## config.mk

```make
export PLATFORM = sky130hd
export DESIGN_NAME = if_fetch_unit_flat
export DESIGN_NICKNAME = d
export VERILOG_FILES = /design/src/rtl/if_pkg.sv /design/src/rtl/if_fetch_unit_if.sv /design/src/rtl/if_btb.sv /design/src/rtl/if_fetch_unit.sv /design/src/flat_wrapper.sv
export SDC_FILE = /design/constraint.sdc
export NUM_CORES = 1
export LEC_CHECK = 0
export CAP_MARGIN = 20
export CORE_AREA = 2 2 93 162
export CTS_CLUSTER_DIAMETER = 120
export DETAILED_ROUTE_END_ITERATION = 8
export DIE_AREA = 0 0 95 164
export PLACE_DENSITY = 0.95
export SYNTH_ARGS = -nofsm -noshare
export SYNTH_HDL_FRONTEND = slang
export SYNTH_SLANG_ARGS = --single-unit
```

## constraint.sdc

```tcl
create_clock -name clk -period 6.6 [get_ports clk]
set_clock_uncertainty 0.2 [all_clocks]
set_input_delay 0.66 -clock clk [delete_from_list [all_inputs] [get_ports clk]]
set_output_delay 0.66 -clock clk [all_outputs]
set_load 0.02 [all_outputs]
```

## src/rtl/if_pkg.sv

```systemverilog
// Shared types and constants for the instruction-fetch stage.
// Latency: n/a (declarations only).
// Backpressure: n/a.
package if_pkg;

    localparam int          PC_W        = 32;
    localparam logic [31:0] IF_RESET_PC = 32'h0000_0000;
    localparam logic [31:0] NOP_INSTR   = 32'h0000_0000;

    // REQ: idle, next request not yet issued
    // WAIT: request outstanding, waiting for imem_ack
    // HOLD: word fetched while stalled, parked until IF/ID can take it
    // DROP: request outstanding but made stale by a redirect; its word is thrown away
    typedef enum logic [1:0] {
        S_REQ  = 2'd0,
        S_WAIT = 2'd1,
        S_HOLD = 2'd2,
        S_DROP = 2'd3
    } if_state_t;

    // Number of PC bits used to index a direct-mapped BTB of the given depth.
    function automatic int btb_idx_w(input int entries);
        return $clog2(entries);
    endfunction

    // Tag covers every word-address bit above the index.
    function automatic int btb_tag_w(input int entries);
        return PC_W - 2 - btb_idx_w(entries);
    endfunction

endpackage

```

## src/rtl/if_fetch_unit_if.sv

```systemverilog
// Instruction-memory request/acknowledge bus between fetch and imem.
// Latency: n/a (signal bundle only).
// Backpressure: imem_req is held with a stable address until imem_ack.
interface if_fetch_unit_if;

    logic        imem_req;
    logic [31:0] imem_addr;
    logic        imem_ack;
    logic [31:0] imem_rdata;

    modport master (
        output imem_req,
        output imem_addr,
        input  imem_ack,
        input  imem_rdata
    );

    modport slave (
        input  imem_req,
        input  imem_addr,
        output imem_ack,
        output imem_rdata
    );

endinterface

```

## src/rtl/if_btb.sv

```systemverilog
// Direct-mapped branch target buffer: combinational lookup, registered update.
// Latency: lookup same cycle; an update is visible from the cycle after its edge.
// Backpressure: none; an update is accepted every cycle it is presented.
module if_btb
    import if_pkg::*;
#(
    parameter int BTB_ENTRIES = 16
) (
    input  logic        clk,
    input  logic        rst_n,
    input  logic [29:0] lookup_pc_w,
    output logic        lookup_hit,
    output logic [29:0] lookup_tgt_w,
    input  logic        upd,
    input  logic [29:0] upd_pc_w,
    input  logic [29:0] upd_tgt_w
);

    localparam int IDX_W = btb_idx_w(BTB_ENTRIES);
    localparam int TAG_W = btb_tag_w(BTB_ENTRIES);

    logic             valid_q [BTB_ENTRIES];
    logic [TAG_W-1:0] tag_q   [BTB_ENTRIES];
    logic [29:0]      tgt_q   [BTB_ENTRIES];

    logic [IDX_W-1:0] lk_idx;
    logic [TAG_W-1:0] lk_tag;
    logic [IDX_W-1:0] up_idx;
    logic [TAG_W-1:0] up_tag;

    assign lk_idx = lookup_pc_w[IDX_W-1:0];
    assign lk_tag = lookup_pc_w[29:IDX_W];
    assign up_idx = upd_pc_w[IDX_W-1:0];
    assign up_tag = upd_pc_w[29:IDX_W];

    // Lookup reads the arrays directly, so a same-cycle update is not yet visible.
    always_comb begin
        lookup_hit   = valid_q[lk_idx] && (tag_q[lk_idx] == lk_tag);
        lookup_tgt_w = tgt_q[lk_idx];
    end

    // Valid bits: cleared on reset, set by a resolved taken branch.
    always_ff @(posedge clk) begin
        if (!rst_n) begin
            for (int i = 0; i < BTB_ENTRIES; i++) begin
                valid_q[i] <= 1'b0;
            end
        end else if (upd) begin
            valid_q[up_idx] <= 1'b1;
        end
    end

    // Tag/target payload needs no reset; it is qualified by the valid bit.
    always_ff @(posedge clk) begin
        if (upd) begin
            tag_q[up_idx] <= up_tag;
            tgt_q[up_idx] <= upd_tgt_w;
        end
    end

endmodule

```

## src/rtl/if_fetch_unit.sv

```systemverilog
// Instruction fetch: owns the PC, fetches over imem req/ack, predicts taken branches (BTB when IFU_BTB_EN is defined).
// Latency: imem_ack edge -> Instruction/nextPC/hit with a one-cycle fetch_valid pulse on the next cycle.
// Backpressure: stall holds outputs and blocks new requests; an in-flight word is parked in HOLD.
module if_fetch_unit
    import if_pkg::*;
#(
    parameter logic [31:0] RESET_PC    = IF_RESET_PC,
    parameter int          BTB_ENTRIES = 16
) (
    input  logic              clk,
    input  logic              rst_n,
    if_fetch_unit_if.master   imem,
    input  logic              stall,
    input  logic              redirect,
    input  logic [31:0]       redirect_pc,
    input  logic              btb_upd,
    input  logic [31:0]       btb_upd_pc,
    input  logic [31:0]       btb_upd_tgt,
    output logic [31:0]       Instruction,
    output logic [31:0]       nextPC,
    output logic              hit,
    output logic              fetch_valid
);

    if_state_t   state_q;
    if_state_t   state_d;

    logic [31:0] pc_q;          // address of the next fetch to issue
    logic [31:0] addr_q;        // address of the outstanding / just-fetched word
    logic [31:0] hold_q;        // word parked while IF/ID is stalled
    logic [31:0] instr_q;
    logic [31:0] next_pc_q;
    logic        hit_q;
    logic        fetch_valid_q;

    logic        issue;
    logic        capture;
    logic        deliver;
    logic [31:0] deliver_word;

    logic [31:0] seq_pc;
    logic        pred_hit;
    logic [31:0] pred_tgt;

    logic        unused_bits;

    assign seq_pc = addr_q + 32'd4;

`ifdef IFU_BTB_EN
    logic [29:0] pred_tgt_w;

    if_btb #(
        .BTB_ENTRIES (BTB_ENTRIES)
    ) u_btb (
        .clk          (clk),
        .rst_n        (rst_n),
        .lookup_pc_w  (addr_q[31:2]),
        .lookup_hit   (pred_hit),
        .lookup_tgt_w (pred_tgt_w),
        .upd          (btb_upd),
        .upd_pc_w     (btb_upd_pc[31:2]),
        .upd_tgt_w    (btb_upd_tgt[31:2])
    );

    assign pred_tgt    = {pred_tgt_w, 2'b00};
    assign unused_bits = ^{redirect_pc[1:0], btb_upd_pc[1:0], btb_upd_tgt[1:0]};
`else
    logic unused_cfg;

    // Without a BTB every fetch falls through sequentially.
    assign pred_hit    = 1'b0;
    assign pred_tgt    = seq_pc;
    assign unused_bits = ^{redirect_pc[1:0], btb_upd, btb_upd_pc, btb_upd_tgt};
    assign unused_cfg  = (BTB_ENTRIES < 2);
`endif

    // The request stays up through DROP so the memory can retire the stale access.
    assign imem.imem_req  = (state_q == S_WAIT) || (state_q == S_DROP);
    assign imem.imem_addr = {addr_q[31:2], 2'b00};

    assign Instruction = instr_q;
    assign nextPC      = next_pc_q;
    assign hit         = hit_q;
    assign fetch_valid = fetch_valid_q;

    // Next-state and per-cycle actions; redirect outranks stall and ack.
    always_comb begin
        state_d      = state_q;
        issue        = 1'b0;
        capture      = 1'b0;
        deliver      = 1'b0;
        deliver_word = hold_q;
        unique case (state_q)
            S_REQ: begin
                if (!redirect && !stall) begin
                    state_d = S_WAIT;
                    issue   = 1'b1;
                end
            end
            S_WAIT: begin
                if (redirect) begin
                    state_d = imem.imem_ack ? S_REQ : S_DROP;
                end else if (imem.imem_ack) begin
                    if (stall) begin
                        state_d = S_HOLD;
                        capture = 1'b1;
                    end else begin
                        state_d      = S_REQ;
                        deliver      = 1'b1;
                        deliver_word = imem.imem_rdata;
                    end
                end
            end
            S_HOLD: begin
                if (redirect) begin
                    state_d = S_REQ;
                end else if (!stall) begin
                    state_d = S_REQ;
                    deliver = 1'b1;
                end
            end
            S_DROP: begin
                if (imem.imem_ack) begin
                    state_d = S_REQ;
                end
            end
            default: state_d = S_REQ;
        endcase
    end

    // FSM state register; reset abandons any outstanding request.
    always_ff @(posedge clk) begin
        if (!rst_n) begin
            state_q <= S_REQ;
        end else begin
            state_q <= state_d;
        end
    end

    // PC, fetch address and hold buffer.
    always_ff @(posedge clk) begin
        if (!rst_n) begin
            pc_q   <= {RESET_PC[31:2], 2'b00};
            addr_q <= {RESET_PC[31:2], 2'b00};
            hold_q <= NOP_INSTR;
        end else begin
            if (redirect) begin
                pc_q <= {redirect_pc[31:2], 2'b00};
            end else if (deliver) begin
                pc_q <= pred_hit ? pred_tgt : seq_pc;
            end
            if (issue) begin
                addr_q <= pc_q;
            end
            if (capture) begin
                hold_q <= imem.imem_rdata;
            end
        end
    end

    // IF/ID-facing outputs: load on deliver, otherwise hold with fetch_valid low.
    always_ff @(posedge clk) begin
        if (!rst_n) begin
            instr_q       <= NOP_INSTR;
            next_pc_q     <= 32'h0;
            hit_q         <= 1'b0;
            fetch_valid_q <= 1'b0;
        end else begin
            fetch_valid_q <= deliver;
            if (deliver) begin
                instr_q   <= deliver_word;
                next_pc_q <= seq_pc;
                hit_q     <= pred_hit;
            end
        end
    end

endmodule

```

## src/flat_wrapper.sv

```systemverilog
// flat-port wrapper written by rule: the top's interface ports become plain ports
module if_fetch_unit_flat import if_pkg::*;
#(
    parameter logic [31:0] RESET_PC    = IF_RESET_PC,
    parameter int          BTB_ENTRIES = 16
)
  (clk, rst_n, stall, redirect, redirect_pc, btb_upd, btb_upd_pc, btb_upd_tgt, Instruction, nextPC, hit, fetch_valid, imem_imem_req, imem_imem_addr, imem_imem_ack, imem_imem_rdata);
  if_fetch_unit_if imem_i ();
  input  logic clk;
  input  logic rst_n;
  input  logic stall;
  input  logic redirect;
  input  logic [31:0] redirect_pc;
  input  logic btb_upd;
  input  logic [31:0] btb_upd_pc;
  input  logic [31:0] btb_upd_tgt;
  output logic [31:0] Instruction;
  output logic [31:0] nextPC;
  output logic hit;
  output logic fetch_valid;
  output wire logic [$bits(imem_i.imem_req)-1:0] imem_imem_req;
  output wire logic [$bits(imem_i.imem_addr)-1:0] imem_imem_addr;
  input wire logic [$bits(imem_i.imem_ack)-1:0] imem_imem_ack;
  input wire logic [$bits(imem_i.imem_rdata)-1:0] imem_imem_rdata;
  assign imem_imem_req = imem_i.imem_req;
  assign imem_imem_addr = imem_i.imem_addr;
  assign imem_i.imem_ack = imem_imem_ack;
  assign imem_i.imem_rdata = imem_imem_rdata;
  if_fetch_unit #(.RESET_PC(RESET_PC), .BTB_ENTRIES(BTB_ENTRIES)) u_core (.clk(clk), .rst_n(rst_n), .imem(imem_i), .stall(stall), .redirect(redirect), .redirect_pc(redirect_pc), .btb_upd(btb_upd), .btb_upd_pc(btb_upd_pc), .btb_upd_tgt(btb_upd_tgt), .Instruction(Instruction), .nextPC(nextPC), .hit(hit), .fetch_valid(fetch_valid));
endmodule
```

# Word-level counts from Yosys, hierarchy flattened
# Index checks and enable logic that the tools add are counted.
[totals]
ff_bits = 163
input_bits = 134
output_inout_bits = 99
word_cells = 51
[op_classes]
addsub = 1
n_eq_ne = 7
n_mux = 26
bitwise = 1
n_reduce_logical = 8
[ops]
columns = ["op", "n"]
rows = [
  ["$mux 32", 6],
  ["$add 32x3->32 const B", 1],
  ["$mux 2", 8],
  ["$mux 1", 10],
  ["$pmux 2 s4", 1],
  ["$ne 3x3->1 const B", 2],
  ["$eq 2x2->1 const B", 2],
  ["$reduce_and 4->1", 1],
  ["$eq 2x1->1 const B", 1],
  ["$logic_not 1->1", 2],
  ["$logic_not 2->1", 1],
  ["$ne 2x1->1 const B", 1],
  ["$ne 2x2->1 const B", 1],
  ["$pmux 1 s2", 1],
  ["$reduce_bool 2->1", 1],
  ["$reduce_or 2->1", 1],
  ["$logic_and 1x1->1", 1],
  ["$logic_or 1x1->1", 1],
  ["$not 1->1", 1],
]

# Depth between registers and ports, before layout
# Gate-level depths: netlist (run 1).
[depth]
depth_word = 6
ltp_mapped = 9
mapped_depth_nobuf = 7

# Least setup slack after synthesis (run 1)
# No wires, ideal clock.
[synth_timing]
path_type = "input-to-reg"
startpoint = "input redirect"
endpoint = "register u_core.next_pc_q[30] (netlist: u_core.nextPC[30])"
arrival_time_ns = 1.967
t_required_ns = 6.258
setup_slack_ns = 4.291
stages = 6
path_buffers = 3
path_cell_list = "nor2_1 > and3_1 > clkbuf_1 > clkbuf_1 > clkbuf_1 > a311oi_1"
[synth_between]
elab_chain_len = 2
[synth_lines]
columns = ["item", "line", "rtl"]
rows = [
  ["from (decl)", "flat_wrapper.sv:12", "input logic redirect;"],
  ["$mux 1, on equally long branches", "if_fetch_unit.sv:115, if_fetch_unit.sv:101", ""],
  ["$pmux 1 s2 *", "if_fetch_unit.sv:93", "unique case (state_q)"],
  ["to (signal assigned)", "if_fetch_unit.sv:172", "next_pc_q <= seq_pc;"],
  ["to (decl)", "if_fetch_unit.sv:32", "logic [31:0] next_pc_q;"],
]
# Mark *: on every way between the ends. The rest lies on a longest branch, timed or not.
# A chain may end at the register's enable or synchronous reset.

# Worst setup path after layout (run 1)
[layout_timing]
startpoint = "input stall"
endpoint = "register u_core.instr_q[15] (netlist: u_core.Instruction[15])"
[layout_between]
elab_chain_len = 4
[layout_lines]
columns = ["item", "line", "rtl"]
rows = [
  ["from (decl)", "flat_wrapper.sv:11", "input logic stall;"],
  ["$mux 1 / $mux 32 (equally long branches)", "if_fetch_unit.sv:104, if_fetch_unit.sv:117", ""],
  ["$mux 1 / $mux 32 (equally long branches)", "if_fetch_unit.sv:103", "end else if (imem.imem_ack) begin"],
  ["$mux 1 / $mux 32 (equally long branches)", "if_fetch_unit.sv:101", "if (redirect) begin"],
  ["$pmux 1 s2 / $mux 32 (equally long branches)", "if_fetch_unit.sv:93", ""],
  ["to (signal assigned)", "if_fetch_unit.sv:171", "instr_q <= deliver_word;"],
  ["to (decl)", "if_fetch_unit.sv:31", "logic [31:0] instr_q;"],
]
# Parallel ways exist; a longest one is shown, timed or not.

==> impl_metrics.env, run 1 <==
export IMPL_status="finished clean"
export IMPL_cts_tree="yes"
export IMPL_rows=58
export IMPL_clock_latency_ns=0.41
export IMPL_ant_nets=0
export IMPL_grt_max_degree=97
export IMPL_antenna_found_initial=0
export IMPL_cts_root_buffer="clkbuf_16"
export IMPL_grt_pass1_wl_mm=28.8
export IMPL_via_per_inst=5.62
export IMPL_hold_buffers=0
export IMPL_wl_mm=18.5
export IMPL_startpoint_type="input port"
export IMPL_cts_sinks=163
export IMPL_clock_path_buffers=2
export IMPL_r2r_slack_ns=3.74
export IMPL_cts_resized=0
export IMPL_wl_per_cell_um=16.4
export IMPL_end_kind="flip-flop"
export IMPL_hp_class="reg -> reg"
export IMPL_netlist_area_sq_mm=0.00697
export IMPL_cts_htree_levels=4
export IMPL_portBuffers=162
export IMPL_ys_ff_latch=163
export IMPL_start_util_pct=48.8
export IMPL_hp_start="u_core.pc_q[28]"
export IMPL_yosys_warnings=0
export IMPL_pwr_density_cell_mw_per_mm2=240
export IMPL_grt_remaining_overflow=0
export IMPL_drive_above_1_share_pct=6.02
export IMPL_grtUsageTotal_pct=23.5
export IMPL_hold_viol_final=0
export IMPL_drt_iter0_drc=350
export IMPL_synth_edff_count=0
export IMPL_worst_r2r_path_depth=7
export IMPL_synthMuxAreaShare_pct=4.74
export IMPL_nFillCells=1123
export IMPL_critPathArrivalTime_ns=3.22
export IMPL_crit_required_ns=6.72
export IMPL_yosysMostFrequentCell="nand2_1"
export IMPL_drcViolationCount=0
export IMPL_multi_input_comb_area_sq_mm=0.00320
export IMPL_synth_compound_area_share_pct=18.3
export IMPL_fin_util_pct=63.0
export IMPL_crit_type="in -> reg"
export IMPL_ir_drop_v=0.000194
export IMPL_grt_pass1_vias=5971
export IMPL_die_h_um=164
export IMPL_ys_seq_area_share_pct=46.8
export IMPL_fmax_ghz=0.322
export IMPL_ios=233
export IMPL_area_growth_pct=29.0
export IMPL_synth_xor_area_share_pct=2.51
export IMPL_regArea_sq_mm=0.00326
export IMPL_synth_simple_gate_area_share_pct=18.9
export IMPL_diodes=0
export IMPL_synth_area_leader_cell="dfxtp_1"
export IMPL_synth_flop_cell="dfxtp_1"
export IMPL_place_inst=1095
export IMPL_synth_adder_area_share_pct=1.08
export IMPL_synth_common_cells="nand2_1, dfxtp_1, a21oi_1"
export IMPL_worstHoldEndpoint="u_core.addr_q[28]"
export IMPL_period_minus_slack_ns=3.10
export IMPL_cts_setup_buffers=0
export IMPL_p_leak_nw=2.93
export IMPL_dp_hpwl_mm=12.3
export IMPL_gp_congestion=0.791
export IMPL_slew_viol_final=0
export IMPL_rsz0062_at_grt="false"
export IMPL_core_sq_mm=0.0143
export IMPL_first_pass_iters=6
export IMPL_max_slew_margin_pct=34.9
export IMPL_die_w_um=95
export IMPL_synth_cells=833
export IMPL_die_area_sq_mm=0.0156
export IMPL_cts_buffers=17
export IMPL_synth_top_family_by_area="simple AND/OR/NAND/NOR gates"
export IMPL_async_flop_share_pct=0
export IMPL_synth_top_area_share_pct=46.8
export IMPL_layout_nets=1074
export IMPL_vias=6333
export IMPL_ys_types=53
export IMPL_r2r_start="u_core.state_q[1]"
export IMPL_r2r_end="u_core.Instruction[15]"
export IMPL_avgSynthCellArea_sq_um=8.37
export IMPL_yosys_top_cells_area="dfxtp_1, nand2_1, a21oi_1"
export IMPL_tightest_slew_ns=0.977
export IMPL_path_max_fanout=66
export IMPL_hold_depth=2
export IMPL_finalSetupViolCount=0
export IMPL_maxCapViolations=0
export IMPL_fin_tns_setup_ns=0
export IMPL_clk_pin_slew_ns=0.07
export IMPL_instances_no_fill=1127
export IMPL_period_share_pct=47.0
## cell families after synthesis
| group | after synthesis |
|---|---|
| xor+xnor | 20 |
| simple gates | 293 |
| buf+inv | 104 |
| flops | 163 |
| mux | 33 |
| compound gates | 213 |
| other cells | 1 |
| fa+ha+maj | 6 |
## placed cells by master, fill, tap and decap left out, types with 14 or more instances in the layout
cell type	n
nand2_1	170
dfxtp_1	163
clkdlybuf4s50_1	162
a21oi_1	105
nor2_1	57
a211oi_1	38
mux2i_1	33
nand3_1	18
clkbuf_16	17
o21ai_0	16
xnor2_1	14
## how the worst max path moves through the flow
stage / cells past startpoint / to / slack, ns / from
after floorplan: 6 / u_core.nextPC[30] / 4.29 / redirect
after global placement: 6 / u_core.Instruction[26] / 3.26 / stall
after detailed placement: 6 / u_core.Instruction[15] / 3.11 / stall
after CTS: 6 / u_core.Instruction[15] / 3.54 / stall
after global routing: 6 / u_core.Instruction[1] / 3.29 / stall
final: 6 / u_core.Instruction[15] / 3.50 / stall
## state kept, by name (all words and copies together) (netlist names)
name                flops
u_core.Instruction     32
u_core.addr_q          32
u_core.fetch_valid      1
u_core.hold_q          32
u_core.nextPC          32
u_core.pc_q            32
u_core.state_q          2
## report_power, final
group | switching [mW] | leakage [nW] | internal (mW)
logic | 0.106 | 1.35 | 0.0909
clock network | 0.413 | 0.261 | 0.525
registers | 0.0193 | 1.32 | 1.01
## worst max-delay path, stage by stage
cell	delay, ns
clkdlybuf4s50_1	0.53
nor2_1	0.29
and3_4	0.68
buf_4	0.67
nor2_1	0.09
a211oi_1	0.28
## routing by layer
metal	routed length (um)	track usage (%)	up-vias
met2	9510	40.4	223
li1	-	-	3055
met3	1140	5.78	45
met4	690	13.4	0
met1	7190	25.8	3010
met5	0	0	-
## metrics by stage
| stage | hold slack (ns) | total power [mW] | worst slack (ns) | instance area [sq um] |
|---|---|---|---|---|
| detailed placement | 0.244 | 1.25 | 3.11 | 8440 |
| floorplan | 0.229 | 1.16 | 4.29 | 6980 |
| global route | 0.267 | 2.23 | 3.29 | 9000 |
| global placement | 0.235 | 1.24 | 3.26 | 8440 |
| CTS | 0.251 | 2.17 | 3.54 | 9000 |
| finish | 0.245 | 2.16 | 3.50 | 9000 |
## layout make-up
class	count	share of cell area, %
clock buffers	19	4.81
clock inverters	13	1.40
inverters	11	0.487
multi-input cells	568	35.6
flip-flops and latches	163	36.3
well taps	180	2.50
repair buffers	173	18.9
No activity file was read; power rests on OpenSTA's default activity.
==> run 2: changes to the inputs <==
--- a/config.mk
+++ b/config.mk
@@ -6,11 +6,11 @@
 export NUM_CORES = 1
 export LEC_CHECK = 0
 export CAP_MARGIN = 20
-export CORE_AREA = 2 2 93 162
+export CORE_AREA = 2 2 97 168
 export CTS_CLUSTER_DIAMETER = 120
 export DETAILED_ROUTE_END_ITERATION = 8
-export DIE_AREA = 0 0 95 164
-export PLACE_DENSITY = 0.95
+export DIE_AREA = 0 0 99 170
+export PLACE_DENSITY = 0.91
 export SYNTH_ARGS = -nofsm -noshare
 export SYNTH_HDL_FRONTEND = slang
 export SYNTH_SLANG_ARGS = --single-unit
==> constraint.sdc (replaced) <==
create_clock -name clk -period 3.07 [get_ports clk]
set_clock_uncertainty 0.2 [all_clocks]
set_input_delay 0.307 -clock clk [delete_from_list [all_inputs] [get_ports clk]]
set_output_delay 0.307 -clock clk [all_outputs]
set_load 0.02 [all_outputs]
==> impl_metrics.env, run 2 (same netlist as run 1, synthesis figures left out) <==
export IMPL_status="finished clean"
export IMPL_cts_sinks=163
export IMPL_hp_class="reg -> reg"
export IMPL_cts_htree_levels=4
export IMPL_startpoint_type="flip-flop"
export IMPL_start_util_pct=45.3
export IMPL_cts_resized=0
export IMPL_layout_nets=1087
export IMPL_switching_share_pct=25.5
export IMPL_path_buf_inv=0
export IMPL_clk_pin_slew_ns=0.07
export IMPL_ir_drop_v=0.000347
export IMPL_critical_path_max_stage_delay_ns=0.54
export IMPL_clock_latency_ns=0.43
export IMPL_period_share_pct=84.2
export IMPL_wl_mm=19.2
export IMPL_p_clk_share_pct=44.3
export IMPL_cts_root_buffer="clkbuf_16"
export IMPL_end_kind="flip-flop"
export IMPL_mostFrequentLayoutCells="nand2_1, dfxtp_1, clkdlybuf4s50_1, a21oi_1, nor2_1"
export IMPL_ios=233
export IMPL_finalSetupViolCount=0
export IMPL_grt_max_degree=65
export IMPL_drcViolationCount=0
export IMPL_via_per_inst=5.54
export IMPL_p_comb_share_pct=9.2
export IMPL_fin_tns_setup_ns=0
export IMPL_dp_hpwl_mm=13.1
export IMPL_die_w_um=99
export IMPL_max_slew_margin_pct=66.6
export IMPL_gp_congestion=0.849
export IMPL_r2r_start="u_core.addr_q[2]"
export IMPL_first_pass_iters=5
export IMPL_cts_tree="yes"
export IMPL_core_sq_mm=0.0154
export IMPL_crit_required_ns=3.21
export IMPL_p_leak_nw=3.02
export IMPL_path_delay_family="simple AND/OR/NAND/NOR gates"
export IMPL_vias=6354
export IMPL_grt_pass1_wl_mm=30.1
export IMPL_fmax_ghz=0.387
export IMPL_worst_r2r_path_depth=6
export IMPL_grt_remaining_overflow=0
export IMPL_final_common_cell="nand2_1"
export IMPL_tightest_slew_ns=0.500
export IMPL_nFillCells=1273
export IMPL_portBuffers=162
export IMPL_grtUsageTotal_pct=22.3
export IMPL_pwr_density_cell_mw_per_mm2=519
export IMPL_crit_path_top_delay_cell="or3_1"
export IMPL_cts_setup_buffers=0
export IMPL_place_inst=1114
export IMPL_instances_no_fill=1146
export IMPL_diodes=0
export IMPL_crit_path_end="u_core.pc_q[28]"
export IMPL_period_minus_slack_ns=2.59
export IMPL_ant_nets=0
export IMPL_p_seq_share_pct=46.5
export IMPL_hold_buffers=0
export IMPL_cts_buffers=17
export IMPL_drive_above_1_share_pct=7.40
export IMPL_slew_viol_final=0
export IMPL_path_cells="ha_1 -> nand4_1 -> or3_1 -> or4_1 -> nand3_1 -> nor3b_1"
export IMPL_rows=60
export IMPL_clock_path_buffers=2
export IMPL_grt_pass1_vias=6233
export IMPL_antenna_found_initial=0
export IMPL_critPathArrivalTime_ns=2.72
export IMPL_path_max_fanout=8
export IMPL_die_area_sq_mm=0.0168
export IMPL_hold_viol_final=0
export IMPL_r2r_end="u_core.pc_q[28]"
export IMPL_whs_ns=0.248
export IMPL_r2r_slack_ns=0.48
export IMPL_hp_start="u_core.pc_q[7]"
export IMPL_p_sw_mw=1.21
export IMPL_crit_type="reg -> reg"
export IMPL_startpoint="u_core.addr_q[2]"
export IMPL_rsz0062_at_grt="false"
export IMPL_wl_per_cell_um=16.8
export IMPL_path_depth=6
export IMPL_area_growth_pct=31.3
export IMPL_die_h_um=170
export IMPL_p_int_mw=3.54
export IMPL_maxCapViolations=0
export IMPL_drt_iter0_drc=333
[run 2: cell type report]
class	count	area, sq um	area share (%)
clock buffer	19	443	4.84
inverter	11	43.8	0.478
tap	186	233	2.54
clock inverter	13	145	1.58
sequential	163	3260	35.6
timing repair buffer	186	1830	19.9
multi-input combinational	568	3200	35.0
[run 2: power groups by stage]
| stage | Sequential (mW) | Combinational [mW] | Clock [mW] |
|---|---|---|---|
| after global placement | 2.25 | 0.428 | 0 |
| final | 2.21 | 0.438 | 2.11 |
| after CTS | 2.21 | 0.438 | 2.15 |
| after global routing | 2.21 | 0.474 | 2.21 |
| after detailed placement | 2.26 | 0.435 | 0 |
| after floorplan | 2.26 | 0.229 | 0 |
[run 2: stage by stage]
stage          setup WS, ns  util (%)  instance area [sq um]  power (mW)
4_1_cts               0.492      59.5                   9160        4.79
3_5_place_dp          0.531      55.7                   8570        2.69
6_report              0.485      59.5                   9160        4.76
2_1_floorplan         0.862         -                   6980        2.49
5_1_grt               0.332      59.5                   9160        4.90
3_3_place_gp          0.611      55.7                   8570        2.68
[run 2: worst min path at each step]
stage	cells after the start	to
floorplan	2	u_core.addr_q[27]
global placement	2	u_core.addr_q[24]
detailed placement	2	u_core.addr_q[23]
CTS	3	u_core.hold_q[13]
global route	2	u_core.addr_q[21]
finish	2	u_core.addr_q[7]
[run 2: layer usage]
metal / up-vias / wire, um / share of wire, % / global-route usage (%)
met3: 59 / 1190 / 6.2 / 5.75
met5: - / 0 / 0 / 0
met1: 2968 / 7180 / 37 / 23.3
met4: 0 / 834 / 4.3 / 13.4
met2: 247 / 10000 / 52 / 39.5
li1: 3080 / - / - / -
[run 2: worst min-delay path, delay by kind of cell, from the launching register on]
kind | cells | cell delay, ns
AO/OA/AOI/OAI | 1 | 0.05
flip-flops | 1 | 0.31
AND/OR/NAND/NOR | 1 | 0.05
